### src/rtl/mul_div_unit.sv
// rtl/mul_div_unit.sv - iterative RV32M multiply/divide unit
// Shift-add multiply and restoring divide, one bit per cycle, with done pulse and busy stall.
module mul_div_unit #(
  parameter int XLEN = 32
) (
  input  logic            clk,
  input  logic            rst,
  input  logic            i_valid,
  input  logic [2:0]      i_funct3,
  input  logic [XLEN-1:0] i_a,
  input  logic [XLEN-1:0] i_b,
  input  logic            i_flush,
  output logic            o_busy,
  output logic            o_done,
  output logic [XLEN-1:0] o_result
);

  typedef enum logic [1:0] {IDLE, CALC, FIN} state_t;

  state_t      state;
  logic [5:0]  cnt;
  logic [2:0]  fn;
  logic [31:0] a_mag;
  logic [31:0] b_mag;
  logic [63:0] acc;
  logic        neg_main;
  logic        neg_rem;

  logic        is_div, sa_in, sb_in, div_zero, div_ovf, special;
  logic [31:0] abs_a, abs_b, special_res;
  logic [32:0] mul_sum, div_shift, div_diff;
  logic [63:0] mul_next, div_next, prod;
  logic [31:0] quo, rem, fin_res;

  always_comb begin
    is_div      = i_funct3[2];
    sa_in       = i_a[31] & (i_funct3 == 3'b001 || i_funct3 == 3'b010 ||
                             i_funct3 == 3'b100 || i_funct3 == 3'b110);
    sb_in       = i_b[31] & (i_funct3 == 3'b001 || i_funct3 == 3'b100 ||
                             i_funct3 == 3'b110);
    abs_a       = sa_in ? -i_a : i_a;
    abs_b       = sb_in ? -i_b : i_b;
    div_zero    = is_div && (i_b == 32'd0);
    div_ovf     = is_div && !i_funct3[0] && (i_a == 32'h8000_0000) && (i_b == 32'hFFFF_FFFF);
    special     = div_zero || div_ovf;
    special_res = 32'd0;
    if (div_zero)
      special_res = i_funct3[1] ? i_a : 32'hFFFF_FFFF;
    else if (div_ovf)
      special_res = i_funct3[1] ? 32'd0 : 32'h8000_0000;
  end

  // Multiply: acc = {partial product high, remaining multiplier bits}.
  // Divide:   acc = {partial remainder, dividend bits shifting into quotient}.
  always_comb begin
    mul_sum   = {1'b0, acc[63:32]} + (acc[0] ? {1'b0, a_mag} : 33'd0);
    mul_next  = {mul_sum, acc[31:1]};
    div_shift = {acc[63:32], acc[31]};
    div_diff  = div_shift - {1'b0, b_mag};
    div_next  = div_diff[32] ? {div_shift[31:0], acc[30:0], 1'b0}
                             : {div_diff[31:0],  acc[30:0], 1'b1};
    prod      = neg_main ? -mul_next : mul_next;
    quo       = neg_main ? -div_next[31:0] : div_next[31:0];
    rem       = neg_rem  ? -div_next[63:32] : div_next[63:32];
    case (fn)
      3'b000:                 fin_res = prod[31:0];
      3'b001, 3'b010, 3'b011: fin_res = prod[63:32];
      3'b100, 3'b101:         fin_res = quo;
      default:                fin_res = rem;
    endcase
  end

  always_ff @(posedge clk) begin
    if (rst) begin
      state    <= IDLE;
      cnt      <= 6'd0;
      fn       <= 3'd0;
      a_mag    <= 32'd0;
      b_mag    <= 32'd0;
      acc      <= 64'd0;
      neg_main <= 1'b0;
      neg_rem  <= 1'b0;
      o_busy   <= 1'b0;
      o_done   <= 1'b0;
      o_result <= '0;
    end else if (i_flush) begin
      state  <= IDLE;
      cnt    <= 6'd0;
      o_busy <= 1'b0;
      o_done <= 1'b0;
    end else begin
      case (state)
        IDLE: begin
          o_done <= 1'b0;
          if (i_valid) begin
            fn     <= i_funct3;
            o_busy <= 1'b1;
            if (special) begin
              o_result <= special_res;
              o_done   <= 1'b1;
              state    <= FIN;
            end else begin
              a_mag    <= abs_a;
              b_mag    <= abs_b;
              acc      <= is_div ? {32'd0, abs_a} : {32'd0, abs_b};
              neg_main <= sa_in ^ sb_in;
              neg_rem  <= sa_in;
              cnt      <= 6'd0;
              state    <= CALC;
            end
          end
        end
        CALC: begin
          acc <= fn[2] ? div_next : mul_next;
          cnt <= cnt + 6'd1;
          if (cnt == 6'd31) begin
            o_result <= fin_res;
            o_done   <= 1'b1;
            state    <= FIN;
          end
        end
        FIN: begin
          o_done <= 1'b0;
          o_busy <= 1'b0;
          cnt    <= 6'd0;
          state  <= IDLE;
        end
        default: state <= IDLE;
      endcase
    end
  end

endmodule

### config.mk
export PLATFORM = sky130hd
export DESIGN_NAME = mul_div_unit
export DESIGN_NICKNAME = d
export VERILOG_FILES = /design/src/rtl/mul_div_unit.sv
export SDC_FILE = /design/constraint.sdc
export NUM_CORES = 1
export LEC_CHECK = 0
export BUFFER_PORTS_ARGS = -buffer_cell sky130_fd_sc_hd__clkbuf_2
export CORE_MARGIN = 1
export CORE_UTILIZATION = 35
export DETAILED_ROUTE_END_ITERATION = 6
export PLACE_DENSITY = 0.59
export SETUP_SLACK_MARGIN = 0.4
export SYNTH_ARGS = -nofsm -noshare
export SYNTH_HDL_FRONTEND = slang
export SYNTH_SLANG_ARGS = --single-unit
### constraint.sdc
create_clock -name clk -period 8.45 [get_ports clk]
set_input_delay 0.4225 -clock clk [delete_from_list [all_inputs] [get_ports clk]]
set_output_delay 0.4225 -clock clk [all_outputs]
set_load 0.01 [all_outputs]
==> results.json <==
{
  "critPathMaxFanout": 37,
  "clk_latency_ps": 530,
  "power.density_mw_per_mm2": 138,
  "initial_utilization_pct": 35.6,
  "drive_gt1_share_pct": 9.39,
  "finalSetupTns_ps": 0,
  "grt_pass1_vias": 18083,
  "place_ws_ps": 2320,
  "grt_overflow": 0,
  "vias": 19935,
  "htree_num_levels": 4,
  "cpPeakStageDelay_ps": 530,
  "fill_cells": 5406,
  "maxCapViolCount": 0,
  "grt_setup_unrepaired": "false",
  "num_rows": 82,
  "ir_drop_v": 0.000156,
  "cts_hold_buf": 0,
  "syn_area_mm2": 0.0179,
  "place.gp.congestion": 1.03,
  "syn_to_final_growth_pct": 8.20,
  "port-buffer-count": 104,
  "relSlewSlack_pct": 26.7,
  "finalSetupViolCount": 0,
  "outcome": "finished with violations",
  "finalNetCount": 2627,
  "violations": "DRC",
  "path_class": "reg2reg",
  "p_leak_nw": 7.09,
  "path_cells": "inv_1 > ha_1 > inv_1 > fa_1 > nand3_1 > a211oi_1 > o21ai_0 > a211oi_1 > o21a_1 > nor2_4 > buf_4 > mux2i_1 > ha_1 > inv_1 > nor3_1 > nand4_1 > o32a_1 > nand4bb_1 > o21ai_1 > xor2_1 > a221oi_1 > o41ai_1",
  "die_area_mm2": 0.0520,
  "hold_path.class": "in2reg",
  "synth_flop_cell": "dfxtp_1",
  "syn-num-nets": 2670,
  "grt_max_degree": 77,
  "coreArea_mm2": 0.0503,
  "avgRoutedWirePerCell_um": 26.0,
  "path_common_cell": "inv_1",
  "antenna_found_initial": 3,
  "cts_inserted_buffers": 17,
  "cpMaxStageDelayCell": "o21ai_0",
  "maxClockFrequency_ghz": 0.159,
  "synth-edff-count": 0,
  "period_share_pct": 74.3,
  "synth-seq-area-share_pct": 19.6,
  "tritoncts": "yes",
  "endpoint_kind": "register",
  "viasPerCell": 6.30,
  "drc": 1,
  "post_cts_resized": 0,
  "cts.sinks": 175,
  "clockBufferDepth": 2,
  "hpwlAfterDp_um": 63700,
  "cp_data_arrival_time_ps": 6700,
  "slew_viol_final": 0,
  "io_pins": 105,
  "synth-seq-cells": 175,
  "period_minus_slack_ps": 6270,
  "synthCells": 2522,
  "tightest_slew_ps": 1100,
  "fp.dieH_um": 228,
  "setup_ws_ps": 2180,
  "cp_data_required_time_ps": 8880,
  "syn-mean-instance-area_um2": 7.09,
  "cts_setup_buffers": 0,
  "ys.warnings.count": 0,
  "worst_clock_skew_ps": 16.6,
  "firstDrtPassIters": 7,
  "track_usage_pct": 30.6,
  "multi_input_area_mm2": 0.0134,
  "hold_viol_final": 0,
  "drt_wl_total_um": 82200,
  "ctsRootBufferMaster": "clkbuf_16",
  "clk_pin_slew_ps": 90,
  "drt_iter0_drc": 2184,
  "die_w_um": 228,
  "seqCellArea_mm2": 0.00351,
  "ys_async_sr_fraction_pct": 0,
  "start_kind": "register",
  "grt_pass1_wl_um": 119000,
  "ant_nets": 0,
  "synthDistinctLibCells": 84
}
==> report_power, final <==
| group | switching (mW) | internal [mW] |
|---|---|---|
| registers | 0.0642 | 0.868 |
| logic | 0.597 | 0.283 |
| clock network | 0.460 | 0.403 |
==> per-stage QoR <==
step           util [%]  hold WS, ps  cell area [µm²]  instances  power, mW
3_3_place_gp       37.2          448            18700       3132       1.79
5_1_grt            38.5          227            19300       3164       2.77
3_5_place_dp       37.2          449            18700       3132       1.80
4_1_cts            38.5          176            19300       3164       2.65
2_1_floorplan         -          432            17900       2522       1.49
6_report           38.5          195            19300       3165       2.68
==> cell usage in the layout, fill, tap and decap left out, types with 19 or more instances in the layout <==
| cell type | count |
|---|---|
| o221ai_1 | 19 |
| or2_2 | 22 |
| a211oi_1 | 131 |
| nand2_1 | 256 |
| nor4_1 | 29 |
| a21oi_1 | 197 |
| ha_1 | 74 |
| clkbuf_2 | 103 |
| inv_1 | 69 |
| mux2i_1 | 50 |
| nand4_1 | 33 |
| buf_4 | 29 |
| xor2_1 | 102 |
| nor2_1 | 277 |
| o211ai_1 | 24 |
| a21o_1 | 22 |
| nand3_1 | 32 |
| mux2_2 | 24 |
| or4_1 | 19 |
| o21ai_0 | 161 |
| o31ai_1 | 38 |
| a311oi_1 | 21 |
| or3_1 | 33 |
| and2_1 | 50 |
| dfxtp_1 | 173 |
| o2111ai_1 | 25 |
| nor3_1 | 77 |
| xnor2_1 | 108 |
| nand2b_1 | 35 |
==> layer usage <==
metal / vias to the layer above / global-route usage, % / wire [µm]
met5: - / 0 / 26
met1: 9481 / 40.1 / 34600
li1: 9164 / - / -
met2: 1084 / 45.8 / 35000
met4: 4 / 17.9 / 5000
met3: 202 / 6.93 / 7600
==> cell usage after synthesis (25+ instances only) <==
cell type | number | area (µm²)
a211oi_1 | 131 | 983
a21oi_1 | 197 | 986
and2_1 | 50 | 313
clkbuf_1 | 162 | 608
dfxtp_1 | 175 | 3500
ha_1 | 75 | 938
inv_1 | 69 | 259
mux2i_1 | 50 | 500
nand2_1 | 256 | 961
nand2b_1 | 36 | 225
nand3_1 | 32 | 160
nand4_1 | 33 | 206
nor2_1 | 279 | 1050
nor3_1 | 77 | 385
nor4_1 | 29 | 181
o2111ai_1 | 25 | 219
o21ai_0 | 161 | 806
o31ai_1 | 38 | 285
or3_1 | 33 | 206
xnor2_1 | 108 | 946
xor2_1 | 102 | 893
==> kinds of logic (layout without fill, tap and decap cells) <==
family | count (synthesis) | after routing | synth area share (%)
buffers and inverters | 267 | 237 | 5.83
flip-flops | 175 | 175 | 19.6
other | 0 | 1 | 0
multiplexers | 74 | 74 | 4.31
AND/OR/NAND/NOR | 922 | 922 | 24.5
XOR/XNOR | 210 | 210 | 10.3
adder cells (fa/ha/maj) | 77 | 77 | 5.47
AO/OA/AOI/OAI | 797 | 797 | 30.0
==> layout make-up <==
type / instances / area share (%)
multi-input cells: 2080 / 69.1
clock inverters: 15 / 0.977
flip-flops and latches: 175 / 18.1
diodes: 1 / 0.0129
well taps: 672 / 4.35
inverters: 73 / 1.42
clock buffers: 17 / 2.20
repair buffers: 132 / 3.79
==> path summary, 6_finish.rpt <==
check,from,endpoint,slack (ps),cells past startpoint
min reg2reg,o_result[17]$_SDFFE_PP0P_,o_result[17]$_SDFFE_PP0P_,460,2
max reg2reg,acc[31]$_SDFFE_PP0P_,o_result[26]$_SDFFE_PP0P_,2180,22
min,i_b[0],b_mag[0]$_SDFFE_PP0P_,200,3
max,acc[31]$_SDFFE_PP0P_,o_result[26]$_SDFFE_PP0P_,2180,22
==> sequential cells by signal (all words and copies together) (netlist names), 2 cells and up <==
| signal | flops |
|---|---|
| acc | 64 |
| a_mag | 32 |
| b_mag | 32 |
| o_result | 32 |
| cnt | 6 |
| fn | 3 |
| state | 2 |
==> critical path, delay by kind of cell, from the launching register on <==
kind / cells / cell delay, ps
adders and majority gates: 3 / 820
muxes: 1 / 360
and+or+nand+nor: 5 / 1110
AOI/OAI and AO/OA: 8 / 2420
xor gates and xnor gates: 1 / 300
DFF: 1 / 370
buffers and inverters: 4 / 760
Note: power is estimated with default switching activity, not from simulation.
